## config.mk

```make
export PLATFORM = sky130hd
export DESIGN_NAME = minisrc_control_unit
export DESIGN_NICKNAME = d
export VERILOG_FILES = /design/src/rtl/minisrc_control_unit.sv
export SDC_FILE = /design/constraint.sdc
export NUM_CORES = 1
export LEC_CHECK = 0
export CAP_MARGIN = 0
export CORE_MARGIN = 3
export CORE_UTILIZATION = 45
export CTS_CLUSTER_SIZE = 16
export DETAILED_ROUTE_END_ITERATION = 8
export PLACE_DENSITY = 0.87
export SETUP_SLACK_MARGIN = 0.02
export SKIP_LAST_GASP = 1
export SLEW_MARGIN = 0
export SYNTH_ARGS = -nofsm -noshare
export SYNTH_HDL_FRONTEND = slang
export SYNTH_SLANG_ARGS = --single-unit
```

## constraint.sdc

```tcl
create_clock -name clk -period 7.53 [get_ports clk]
set_input_delay 0.753 -clock clk [delete_from_list [all_inputs] [get_ports clk]]
set_output_delay 0.753 -clock clk [all_outputs]
set_load 0.05 [all_outputs]
```

## src/rtl/minisrc_control_unit.sv

```systemverilog
// minisrc_control_unit: hardwired Mini SRC control sequencer.
//
// Runs the fetch steps T0-T2. It then decodes IR_Data[31:27] and runs the
// T3..T7 steps for that instruction class, one T-step per clock. Every datapath
// strobe is a Moore output of the current state and the opcode. The strobes are
// decoded combinationally from the state register because the IR loads on the
// edge that ends T2, and the T3 strobes must already reflect the new opcode.
//
// Ports:
//   clk, clr          clock; synchronous active-low reset (returns to IDLE)
//   run               start level in IDLE; a 0->1 edge restarts from HALT
//   IR_Data           instruction register contents, opcode in [31:27]
//   CON_out           branch condition, gates the branch PC load in T6
//   *_in / *_out      register load and bus drive strobes
//   Gra/Grb/Grc, Rin/Rout, BAout   register select and encode controls
//   Read, Write       memory strobes
//   alu_op            ALU operation code
//   halted            high while in HALT
//   illegal_op        sticky unassigned-opcode flag
//
// Build option: define MINISRC_ILLEGAL_TRAP_EN to make an unassigned opcode
// trap to HALT and set illegal_op. When it is undefined, an unassigned opcode
// behaves as a nop and illegal_op stays 0.
module minisrc_control_unit #(
  parameter logic [4:0] OP_ADD  = 5'b00011,
  parameter logic [4:0] OP_NOP  = 5'b11010,
  parameter logic [4:0] OP_HALT = 5'b11011
) (
  input  logic        clk,
  input  logic        clr,
  input  logic        run,
  input  logic [31:0] IR_Data,
  input  logic        CON_out,
  output logic        PC_in,
  output logic        IR_in,
  output logic        Y_in,
  output logic        Z_in,
  output logic        HI_in,
  output logic        LO_in,
  output logic        MAR_in,
  output logic        MDR_in,
  output logic        OutPort_in,
  output logic        IncPC,
  output logic        CON_in,
  output logic        PC_out,
  output logic        Zhigh_out,
  output logic        Zlow_out,
  output logic        HI_out,
  output logic        LO_out,
  output logic        MDR_out,
  output logic        InPort_out,
  output logic        C_out,
  output logic        Gra,
  output logic        Grb,
  output logic        Grc,
  output logic        Rin,
  output logic        Rout,
  output logic        BAout,
  output logic        Read,
  output logic        Write,
  output logic [4:0]  alu_op,
  output logic        halted,
  output logic        illegal_op
);

  typedef enum logic [3:0] {
    StIdle, StT0, StT1, StT2, StT3, StT4, StT5, StT6, StT7, StHalt
  } state_e;

  typedef enum logic [3:0] {
    ClsAlu, ClsImm, ClsUnary, ClsMulDiv, ClsLdi, ClsLd, ClsSt, ClsBr,
    ClsJr, ClsIn, ClsOut, ClsMfhi, ClsMflo, ClsNop, ClsHalt, ClsIllegal
  } cls_e;

  state_e     state_q;
  state_e     last_st;
  cls_e       cls;
  logic       run_q;
  logic [4:0] opcode;
  logic [4:0] imm_op;
  logic       unused_ir;

  assign opcode    = IR_Data[31:27];
  assign unused_ir = ^IR_Data[26:0];

  // Instruction class decode. OP_NOP/OP_HALT are parameters, so they are
  // tested before the fixed opcode table.
  always_comb begin
    cls = ClsIllegal;
    if (opcode == OP_NOP) begin
      cls = ClsNop;
    end else if (opcode == OP_HALT) begin
      cls = ClsHalt;
    end else if (opcode >= 5'b00011 && opcode <= 5'b01011) begin
      cls = ClsAlu;
    end else begin
      case (opcode)
        5'b00000:                   cls = ClsLd;
        5'b00001:                   cls = ClsLdi;
        5'b00010:                   cls = ClsSt;
        5'b01100, 5'b01101, 5'b01110: cls = ClsImm;
        5'b01111, 5'b10000:         cls = ClsMulDiv;
        5'b10001, 5'b10010:         cls = ClsUnary;
        5'b10011:                   cls = ClsBr;
        5'b10100:                   cls = ClsJr;
        5'b10110:                   cls = ClsIn;
        5'b10111:                   cls = ClsOut;
        5'b11000:                   cls = ClsMfhi;
        5'b11001:                   cls = ClsMflo;
        default:                    cls = ClsIllegal;
      endcase
    end
  end

  // Immediate ALU ops map onto the add/and/or ALU codes.
  always_comb begin
    case (opcode)
      5'b01100: imm_op = OP_ADD;
      5'b01101: imm_op = 5'b00101;
      default:  imm_op = 5'b00110;
    endcase
  end

  // Final T-step of each class; it returns straight to T0 with no bubble.
  always_comb begin
    case (cls)
      ClsAlu, ClsImm, ClsLdi: last_st = StT5;
      ClsUnary:               last_st = StT4;
      ClsMulDiv, ClsBr:       last_st = StT6;
      ClsLd, ClsSt:           last_st = StT7;
      default:                last_st = StT3;
    endcase
  end

`ifdef MINISRC_ILLEGAL_TRAP_EN
  logic illegal_q;
  assign illegal_op = illegal_q;
`else
  assign illegal_op = 1'b0;
`endif

  always_ff @(posedge clk) begin
    if (!clr) begin
      state_q <= StIdle;
      run_q   <= 1'b0;
`ifdef MINISRC_ILLEGAL_TRAP_EN
      illegal_q <= 1'b0;
`endif
    end else begin
      run_q <= run;
      case (state_q)
        StIdle: if (run) state_q <= StT0;
        StT0:   state_q <= StT1;
        StT1:   state_q <= StT2;
        StT2:   state_q <= StT3;
        StT3: begin
          if (cls == ClsHalt) begin
            state_q <= StHalt;
`ifdef MINISRC_ILLEGAL_TRAP_EN
          end else if (cls == ClsIllegal) begin
            state_q   <= StHalt;
            illegal_q <= 1'b1;
`endif
          end else begin
            state_q <= (last_st == StT3) ? StT0 : StT4;
          end
        end
        StT4:   state_q <= (last_st == StT4) ? StT0 : StT5;
        StT5:   state_q <= (last_st == StT5) ? StT0 : StT6;
        StT6:   state_q <= (last_st == StT6) ? StT0 : StT7;
        StT7:   state_q <= StT0;
        // Restart only on a fresh rising edge of run, not a held level.
        StHalt: if (run && !run_q) state_q <= StT0;
        default: state_q <= StIdle;
      endcase
    end
  end

  always_comb begin
    PC_in = 1'b0; IR_in = 1'b0; Y_in = 1'b0; Z_in = 1'b0; HI_in = 1'b0;
    LO_in = 1'b0; MAR_in = 1'b0; MDR_in = 1'b0; OutPort_in = 1'b0; IncPC = 1'b0;
    CON_in = 1'b0; PC_out = 1'b0; Zhigh_out = 1'b0; Zlow_out = 1'b0;
    HI_out = 1'b0; LO_out = 1'b0; MDR_out = 1'b0; InPort_out = 1'b0;
    C_out = 1'b0; Gra = 1'b0; Grb = 1'b0; Grc = 1'b0; Rin = 1'b0; Rout = 1'b0;
    BAout = 1'b0; Read = 1'b0; Write = 1'b0; alu_op = 5'b0;
    halted = (state_q == StHalt);
    case (state_q)
      StT0: begin PC_out = 1'b1; MAR_in = 1'b1; IncPC = 1'b1; Z_in = 1'b1; end
      StT1: begin Zlow_out = 1'b1; PC_in = 1'b1; Read = 1'b1; MDR_in = 1'b1; end
      StT2: begin MDR_out = 1'b1; IR_in = 1'b1; end
      StT3, StT4, StT5, StT6, StT7: begin
        case (cls)
          ClsAlu, ClsImm: begin
            case (state_q)
              StT3: begin Grb = 1'b1; Rout = 1'b1; Y_in = 1'b1; end
              StT4: begin
                Z_in = 1'b1;
                if (cls == ClsAlu) begin
                  Grc = 1'b1; Rout = 1'b1; alu_op = opcode;
                end else begin
                  C_out = 1'b1; alu_op = imm_op;
                end
              end
              StT5: begin Zlow_out = 1'b1; Gra = 1'b1; Rin = 1'b1; end
              default: ;
            endcase
          end
          ClsUnary: begin
            case (state_q)
              StT3: begin Grb = 1'b1; Rout = 1'b1; Z_in = 1'b1; alu_op = opcode; end
              StT4: begin Zlow_out = 1'b1; Gra = 1'b1; Rin = 1'b1; end
              default: ;
            endcase
          end
          ClsMulDiv: begin
            case (state_q)
              StT3: begin Gra = 1'b1; Rout = 1'b1; Y_in = 1'b1; end
              StT4: begin Grb = 1'b1; Rout = 1'b1; Z_in = 1'b1; alu_op = opcode; end
              StT5: begin Zlow_out = 1'b1; LO_in = 1'b1; end
              StT6: begin Zhigh_out = 1'b1; HI_in = 1'b1; end
              default: ;
            endcase
          end
          // ldi, ld and st share the effective-address steps T3-T4.
          ClsLdi, ClsLd, ClsSt: begin
            case (state_q)
              StT3: begin Grb = 1'b1; BAout = 1'b1; Y_in = 1'b1; end
              StT4: begin C_out = 1'b1; Z_in = 1'b1; alu_op = OP_ADD; end
              StT5: begin
                Zlow_out = 1'b1;
                if (cls == ClsLdi) begin
                  Gra = 1'b1; Rin = 1'b1;
                end else begin
                  MAR_in = 1'b1;
                end
              end
              StT6: begin
                MDR_in = 1'b1;
                if (cls == ClsLd) begin
                  Read = 1'b1;
                end else begin
                  Gra = 1'b1; Rout = 1'b1;
                end
              end
              StT7: begin
                if (cls == ClsLd) begin
                  MDR_out = 1'b1; Gra = 1'b1; Rin = 1'b1;
                end else begin
                  Write = 1'b1;
                end
              end
              default: ;
            endcase
          end
          ClsBr: begin
            case (state_q)
              StT3: begin Gra = 1'b1; Rout = 1'b1; CON_in = 1'b1; end
              StT4: begin PC_out = 1'b1; Y_in = 1'b1; end
              StT5: begin C_out = 1'b1; Z_in = 1'b1; alu_op = OP_ADD; end
              // Branch not taken: T6 is an empty step.
              StT6: begin Zlow_out = CON_out; PC_in = CON_out; end
              default: ;
            endcase
          end
          ClsJr:   if (state_q == StT3) begin Gra = 1'b1; Rout = 1'b1; PC_in = 1'b1; end
          ClsIn:   if (state_q == StT3) begin InPort_out = 1'b1; Gra = 1'b1; Rin = 1'b1; end
          ClsOut:  if (state_q == StT3) begin Gra = 1'b1; Rout = 1'b1; OutPort_in = 1'b1; end
          ClsMfhi: if (state_q == StT3) begin HI_out = 1'b1; Gra = 1'b1; Rin = 1'b1; end
          ClsMflo: if (state_q == StT3) begin LO_out = 1'b1; Gra = 1'b1; Rin = 1'b1; end
          default: ;
        endcase
      end
      default: ;
    endcase
  end

endmodule
```

Word-level counts from Yosys, hierarchy flattened
Memories as Yosys holds them, arrays and structs flattened.
Index checks and enable logic that the tools add are counted.
{"block": "word_totals", "ff_bits": 5, "rom_bits": 160, "in_bits": 36, "elab_cells": 146, "memories": 2}
{"memory": "(no name shown)", "depth": 32, "width": 4, "rd": 1, "rd_ports_with_merged_regs": 0, "write_ports": 0, "line": "97", "rtl": "case (opcode)"}
{"memory": "(no name shown)", "depth": 8, "width": 4, "rd": 1, "rd_ports_with_merged_regs": 0, "write_ports": 0, "line": "126", "rtl": "case (cls)"}
{"block": "classes", "n_lt_le_gt_ge": 2, "n_eq_ne": 32, "muxes": 93, "reduce_logical": 15}
{"op": "1-bit two-way mux", "n": 52}
{"op": "4-bit by 3-bit equality test with 1-bit output, second input constant", "n": 12}
{"op": "4-bit case mux with 10 select lines", "n": 1}
{"op": "4-bit equality test, second input constant", "n": 8}
{"op": "4-bit two-way mux", "n": 8}
{"op": "1-bit case mux with 2 select lines", "n": 13}
{"op": "5-bit two-way mux", "n": 5}
{"op": "5-bit case mux with 5 select lines", "n": 1}
{"op": "4-bit by 2-bit equality test with 1-bit output, second input constant", "n": 4}
{"op": "1-bit case mux with 3 select lines", "n": 4}
{"op": "1-bit case mux with 4 select lines", "n": 3}
{"op": "6-bit OR reduction", "n": 2}
{"op": "5-bit by 4-bit equality test with 1-bit output, second input constant", "n": 2}
{"op": "5-bit equality test, second input constant", "n": 2}
{"op": "3-bit two-way mux", "n": 3}
{"op": "4-bit by 1-bit equality test with 1-bit output, second input constant", "n": 2}
{"op": "4-bit zero test", "n": 2}
{"op": "7-bit OR reduction", "n": 1}
{"op": "3-bit case mux with 2 select lines", "n": 1}
{"op": "3-bit OR reduction", "n": 2}
{"op": "5-bit by 2-bit greater-or-equal comparator with 1-bit output, second input constant", "n": 1}
{"op": "5-bit by 4-bit <= comparator with 1-bit output, second input constant", "n": 1}
{"op": "5-bit OR reduction", "n": 1}
{"op": "2-bit two-way mux", "n": 2}
{"op": "7 further kinds", "n": 9}

Depth between registers and ports, before layout
Gate-level depths: netlist of run 1.
An unclocked memory read counts as a cell.
{"block": "logic_depth", "depth_word": 11, "depth_mapped": 14, "depth_no_buf": 14}

Worst setup path after synthesis of run 1
No wires, ideal clock.
{"block": "synth_timing", "path_kind": "input to output", "start": "in IR_Data[27]", "end": "out Gra", "arrival_time_ns": 3.881, "required_time_ns": 6.777, "path_slack_ns": 2.896, "stages": 13, "path_cell_list": "buf_2 > inv_1 > ha_1 > o21ai_0 > a22oi_1 > a21oi_1 > or2_2 > ha_1 > o21ai_1 > and4b_1 > o21a_1 > a211o_1 > nand4b_1"}
{"block": "synth_between", "elab_chain_cells": 10, "word_cells_on_any_way": 31}
{"item": "from (decl)", "line": "32", "rtl": "input logic [31:0] IR_Data,"}
{"item": "branches (longest 4 deep; another with memory read 32 x 4 bit)"}
{"item": "4-bit two-way mux (*)", "line": "90", "rtl": "if (opcode == OP_NOP) begin"}
{"item": "4-bit by 3-bit equality test with 1-bit output (on tied branches)"}
{"item": "1-bit two-way mux (on tied branches)", "line": "246, 231, 239"}
{"item": "1-bit case mux with 3 select lines", "line": "226", "rtl": "case (state_q)"}
{"item": "1-bit case mux with 4 select lines (*)", "line": "192", "rtl": "case (cls)"}
{"item": "1-bit two-way mux (*)", "line": "187", "rtl": "case (state_q)"}
{"item": "to (decl)", "line": "53", "rtl": "output logic Gra,"}
Every way passes the cells marked *.

Worst setup path after layout of run 1
{"block": "layout_timing", "start": "in IR_Data[27]", "end": "out alu_op[2]"}
{"block": "layout_between", "elab_chain_cells": 10, "word_cells_on_any_way": 26}
{"item": "branches (longest 8 deep; another with memory read 32 x 4 bit)"}
{"item": "5-bit case mux with 5 select lines (*)", "line": "192"}
{"item": "5-bit two-way mux (*)", "line": "187"}
{"item": "to (decl)", "line": "61", "rtl": "output logic [4:0] alu_op,"}
Marked as above.

==> impl_metrics.yaml, run 1 <==
timing:
  period_minus_slack_ns: 5.932
  finalCritPeriodShare_pct: 78.78
  clock_skew_ns: 0.0005457
  max_slew_margin_pct: 63.38
  max_freq_ghz: 0.1686
  tns_ns: 0
  rsz0062_at_grt: "no"
  worst_pin_slew_ns: 0.5475
  finalHoldViolations: 0
  drv_slew: 0
  setup_viol_count_final: 0
clock_network:
  clock-root-buffer: "clkbuf_4"
  htreeDepth: 1
  cts_buffer_depth: 2
  clk_latency_ns: 0.26
  cts_tree: "done"
  hold_buffers: 0
  cts_made_buffers: 3
  clock-sinks: 5
  clkTransAtPathRegs_ns: 0.05
  post_cts_resized: 0
  post_cts_buffers: 0
detailed_routing:
  via_count: 1812
  final_antenna_net_count: 0
  wire_per_inst_um: 15.20
  dr.first_iter.drc_count: 147
  postRouteWirelength_um: 4468
  via_per_inst: 6.163
  dr.pass1.iters: 7
  drcViolationCount: 0
logic_synthesis:
  synth-seq-cells: 5
  synthArstFlopShare_pct: 0
  synth_nets: 264
  yosysSeqAreaShare_pct: 6.879
  synth_area_per_cell_um2: 6.614
  netlist_instances: 220
  synth_edf_count: 0
  synth_cell_types: 58
  synth_warnings: 0
  syn-cell-area_um2: 1455
  synthFlopType: "dfxtp_1"
worst_setup_path:
  cp_max_fo: 11
  path_class: "input port to output port"
  path_cells: "clkdlybuf4s50_1 > ha_1 > nor2b_1 > o2bb2ai_1 > a22o_1 > a31o_2 > inv_1 > ha_1 > o21ai_1 > or2_2 > a21oi_1 > o21ai_1 > a21oi_1 > clkdlybuf4s50_1"
  cp_top_family: "buffers and inverters"
  reg2regPathDepth: 6
  end_kind: "output port"
  cp_slowest_cell: "clkdlybuf4s50_1"
  worst-path-buf-inv: 3
  cp.required_ns: 6.78
  cp.arrival_ns: 5.18
  path_depth: 14
  cp-start-kind: "input port"
  max_stage_delay_ns: 0.82
finish:
  drive_gt1_share_pct: 7.200
  area_growth_pct: 28.80
  fill_cells: 286
  antenna_cells: 0
  final_area_um2: 1874
  layout.nets: 295
  finalNonFillerCells: 294
power:
  power_density_nw_per_um2: 108.1
  p_int_mw: 0.09452
  switchingPower_mw: 0.1082
  clockPowerShare_pct: 16.7
  p_seq_share_pct: 16.8
  power_switching_share_pct: 53.37
  leakagePower_nw: 0.6928
  ir_drop_mv: 0.04540
  p_comb_share_pct: 66.5
place:
  routabilityCongestion: 0.9393
  dp_hpwl_um: 3437
  postPlaceCellArea_um2: 1847
  io_buffers: 41
  placed_cells: 290
floorplanning:
  dieHeight_um: 62.87
  dieArea_um2: 3952
  start_util_pct: 47.28
  io_pins: 70
  rows: 20
  core_um2: 3078
  dieWidth_um: 62.87
grt:
  antenna_found_initial: 0
  grt_max_degree: 19
  grt_pass1_wl_um: 7389
  grtUsageTotal_pct: 22.36
  gr-total-overflow: 0
  grt_pass1_vias: 1570
worst_hold_path:
  holdPathStages: 3
  hold_class: "flip-flop to flip-flop"
run:
  drv_cap: 0
outcome:
  status: "complete, no violations"
-- cell type report --
cell class,instances,area (µm²),share of cell area (%)
multi-input cells,192,1247,66.56
repair buffers,42,417.9,22.30
flip-flops and latches,5,100.1,5.340
well taps,44,55.05,2.937
clock buffers,3,22.52,1.202
clock inverters,1,5.005,0.2670
inverters,7,26.28,1.402
-- per-stage QoR --
| stage | util, % | setup slack, ns | hold slack [ns] | power (mW) |
|---|---|---|---|---|
| after global routing | 60.89 | 1.331 | 0.6935 | 0.2174 |
| after floorplan | - | 2.896 | 0.5968 | 0.1318 |
| after detailed placement | 60.00 | 1.628 | 0.6359 | 0.1672 |
| after global placement | 60.00 | 1.795 | 0.6333 | 0.1645 |
| final | 60.89 | 1.598 | 0.6510 | 0.2027 |
| after CTS | 60.89 | 1.622 | 0.6491 | 0.2021 |
-- tightest hold or removal path: stages (launching register included) --
cell and delay [ns]:
dfxtp_1 0.30, nand2b_1 0.09, a32o_1 0.12, a21o_1 0.10
-- cell families (layout without fill, tap and decap cells) --
kind of cell | after synthesis | after routing | share of synthesized area, %
xor+xnor | 1 | 1 | 0.6020
mux | 4 | 4 | 3.353
fa+ha+maj | 8 | 8 | 6.879
simple gates | 107 | 107 | 40.24
flops | 5 | 5 | 6.879
other cells | 1 | 1 | 0.2577
compound gates | 71 | 71 | 34.39
buf+inv | 23 | 53 | 7.394
-- metal layers --
metal	global-route usage, %	part of all wire [%]	wire length, µm
met2	36.50	48	2160
met5	0	0	0
met1	29.60	42	1893
met4	6.612	1.7	74
met3	4.137	7.6	338
-- cell usage after synthesis (7+ instances only) --
master | number | area [µm²]
clkbuf_1 | 8 | 30.03
inv_1 | 7 | 26.28
a21oi_1 | 13 | 65.06
o21ai_0 | 13 | 65.06
nand2_1 | 20 | 75.07
nor2b_1 | 7 | 43.79
nand3_1 | 7 | 35.03
nor2_1 | 25 | 93.84
ha_1 | 8 | 100.1
nor3_1 | 9 | 45.04
-- sequential cells by signal, summed over array words and instances, names as in the netlist --
| name | flops |
|---|---|
| run_q | 1 |
| state_q | 4 |
-- path summary, 6_finish.rpt --
path	start	endpoint	slack, ns
max reg2reg	state_q[2]$_SDFFE_PN0P_	state_q[2]$_SDFFE_PN0P_	5.79
min	run_q$_SDFF_PN0_	state_q[3]$_SDFFE_PN0P_	0.65
min reg2reg	run_q$_SDFF_PN0_	state_q[3]$_SDFFE_PN0P_	0.65
max	IR_Data[27]	alu_op[2]	1.60
-- power by group through the flow --
stage | combinational (mW) | clock, mW | sequential, mW
6_report | 0.135 | 0.0338 | 0.0341
3_5_place_dp | 0.133 | 0 | 0.0343
5_1_grt | 0.145 | 0.0380 | 0.0347
3_3_place_gp | 0.130 | 0 | 0.0342
4_1_cts | 0.133 | 0.0349 | 0.0338
2_1_floorplan | 0.102 | 0 | 0.0302
-- cells in the final DEF (no fill, tap or decap), types with 6 or more instances in the layout --
cell	count
a21oi_1	13
nand2_1	20
and3_1	6
nand3_1	7
nor2_1	25
o21ai_0	13
o21a_1	6
inv_1	7
ha_1	8
nor3_1	9
nor2b_1	7
clkdlybuf4s50_1	41
o21ai_1	6
No activity file was read; power rests on OpenSTA's default activity.
==> run 2, diff against run 1 <==
--- a/config.mk
+++ b/config.mk
@@ -7,10 +7,10 @@
 export LEC_CHECK = 0
 export CAP_MARGIN = 0
 export CORE_MARGIN = 3
-export CORE_UTILIZATION = 45
+export CORE_UTILIZATION = 42
 export CTS_CLUSTER_SIZE = 16
 export DETAILED_ROUTE_END_ITERATION = 8
-export PLACE_DENSITY = 0.87
+export PLACE_DENSITY = 0.82
 export SETUP_SLACK_MARGIN = 0.02
 export SKIP_LAST_GASP = 1
 export SLEW_MARGIN = 0
==> constraint.sdc (replaced) <==
create_clock -name clk -period 5.6 [get_ports clk]
set_input_delay 0.56 -clock clk [delete_from_list [all_inputs] [get_ports clk]]
set_output_delay 0.56 -clock clk [all_outputs]
set_load 0.05 [all_outputs]
==> impl_metrics.yaml, run 2 (same netlist as run 1, synthesis figures left out) <==
floorplanning:
  start_util_pct: 45.79
  rows: 20
  dieWidth_um: 64.86
  dieArea_um2: 4207
  core_um2: 3178
  dieHeight_um: 64.86
  io_pins: 70
grt:
  gr-total-overflow: 0
  grtUsageTotal_pct: 20.92
  antenna_found_initial: 0
  grt_pass1_wl_um: 7272
  grt_pass1_vias: 1589
  grt_max_degree: 16
finish:
  regMostFlops: "state_q"
  largest_reg_flops: 4
  drive_gt1_share_pct: 9.055
  finalNonFillerCells: 298
  regArea_um2: 100.1
  final_area_um2: 1898
  fill_cells: 318
  antenna_cells: 0
  largest_registers: "state_q: 4 flops, run_q: 1 flops"
  multi_input_area_um2: 1247
  layout_commonest_cell: "clkdlybuf4s50_1"
  mostFrequentLayoutCells: "clkdlybuf4s50_1, nor2_1, nand2_1"
  area_growth_pct: 30.44
  layout.nets: 299
clock_network:
  clkTransAtPathRegs_ns: 0.06
  htreeDepth: 1
  clk_latency_ns: 0.26
  post_cts_buffers: 0
  hold_buffers: 0
  clock-root-buffer: "clkbuf_4"
  clock-sinks: 5
  post_cts_resized: 0
  cts_made_buffers: 3
  cts_buffer_depth: 2
  cts_tree: "done"
detailed_routing:
  via_per_inst: 6.279
  final_antenna_net_count: 0
  dr.pass1.iters: 5
  postRouteWirelength_um: 4419
  wire_per_inst_um: 14.83
  dr.first_iter.drc_count: 237
  drcViolationCount: 0
  via_count: 1871
timing:
  clock_skew_ns: 0.01541
  finalHoldViolations: 0
  tns_ns: 0
  rsz0062_at_grt: "no"
  max_slew_margin_pct: 60.69
  fin_ws_ns: 0.4544
  drv_slew: 0
  setup_viol_count_final: 0
  period_minus_slack_ns: 5.146
  worst_pin_slew_ns: 0.5874
  finalCritPeriodShare_pct: 91.89
  max_freq_ghz: 0.1943
worst_setup_path:
  path_class: "input port to output port"
  cp_top_family: "compound AO/OA/AOI/OAI gates"
  cp_slowest_cell: "clkdlybuf4s50_1"
  cp.required_ns: 5.04
  worst-path-buf-inv: 2
  end_kind: "output port"
  path_cells: "clkdlybuf4s50_1 > ha_1 > o21ai_0 > o21ai_0 > a22oi_1 > a21oi_1 > or2_2 > ha_1 > o21ai_1 > and4b_1 > o21a_1 > a211o_1 > nand4b_1 > clkdlybuf4s50_1"
  cp_max_fo: 9
  max_stage_delay_ns: 0.72
  reg2reg_from: "state_q[2]$_SDFFE_PN0P_"
  worstSetupStartpoint: "IR_Data[27]"
  cp.arrival_ns: 4.59
  cp-start-kind: "input port"
power:
  clockPowerShare_pct: 16.7
  p_int_mw: 0.1301
  p_seq_share_pct: 16.9
  ir_drop_mv: 0.07142
  leakagePower_nw: 0.7134
  power_switching_share_pct: 52.60
  switchingPower_mw: 0.1443
  power_density_nw_per_um2: 144.6
  p_comb_share_pct: 66.4
place:
  placed_cells: 294
  io_buffers: 41
  dp_hpwl_um: 3317
  routabilityCongestion: 0.9217
  dpl_worst_slack_ns: 0.4941
  postPlaceCellArea_um2: 1872
outcome:
  status: "complete, no violations"
worst_hold_path:
  hp-start: "run_q$_SDFF_PN0_"
  hold_class: "flip-flop to flip-flop"
run:
  drv_cap: 0
## run 2: layout make-up
type | count | share of cell area, %
inverters | 7 | 1.384
well taps | 44 | 2.900
repair buffers | 46 | 23.34
flip-flops and latches | 5 | 5.274
multi-input cells | 192 | 65.72
clock buffers | 4 | 1.384
## run 2: metal layers
| layer | track usage, % | vias to the layer above | share of wire [%] |
|---|---|---|---|
| li1 | - | 877 | - |
| met1 | 28.17 | 863 | 44 |
| met5 | 0 | - | 0 |
| met3 | 3.466 | 10 | 9.1 |
| met4 | 5.805 | 0 | 1.2 |
| met2 | 34.10 | 121 | 46 |
## run 2: worst paths after layout
path,endpoint,slack (ns),cells past startpoint
setup / recovery,Gra,0.45,14
hold / removal,state_q[3]$_SDFFE_PN0P_,0.65,3
setup reg to reg,state_q[2]$_SDFFE_PN0P_,3.78,6
hold reg to reg,state_q[3]$_SDFFE_PN0P_,0.65,3
## run 2: power groups by stage
| stage | logic (mW) | clock network, mW | registers, mW |
|---|---|---|---|
| 4_1_cts | 0.180 | 0.0468 | 0.0458 |
| 3_5_place_dp | 0.179 | 0 | 0.0464 |
| 2_1_floorplan | 0.137 | 0 | 0.0406 |
| 6_report | 0.182 | 0.0459 | 0.0463 |
| 5_1_grt | 0.195 | 0.0528 | 0.0467 |
| 3_3_place_gp | 0.178 | 0 | 0.0462 |
## run 2: per-stage QoR
| stage | util, % | power (mW) | hold slack (ns) |
|---|---|---|---|
| final | 59.72 | 0.2744 | 0.6504 |
| after global routing | 59.72 | 0.2947 | 0.6966 |
| after CTS | 59.72 | 0.2723 | 0.6485 |
| after detailed placement | 58.90 | 0.2255 | 0.6298 |
| after global placement | 58.90 | 0.2237 | 0.6317 |
| after floorplan | - | 0.1772 | 0.5968 |
## run 2: tightest hold or removal path: stages (launching register included)
cell and delay (ns):
dfxtp_1 0.30, nand2b_1 0.09, a32o_1 0.12, a21o_1 0.11
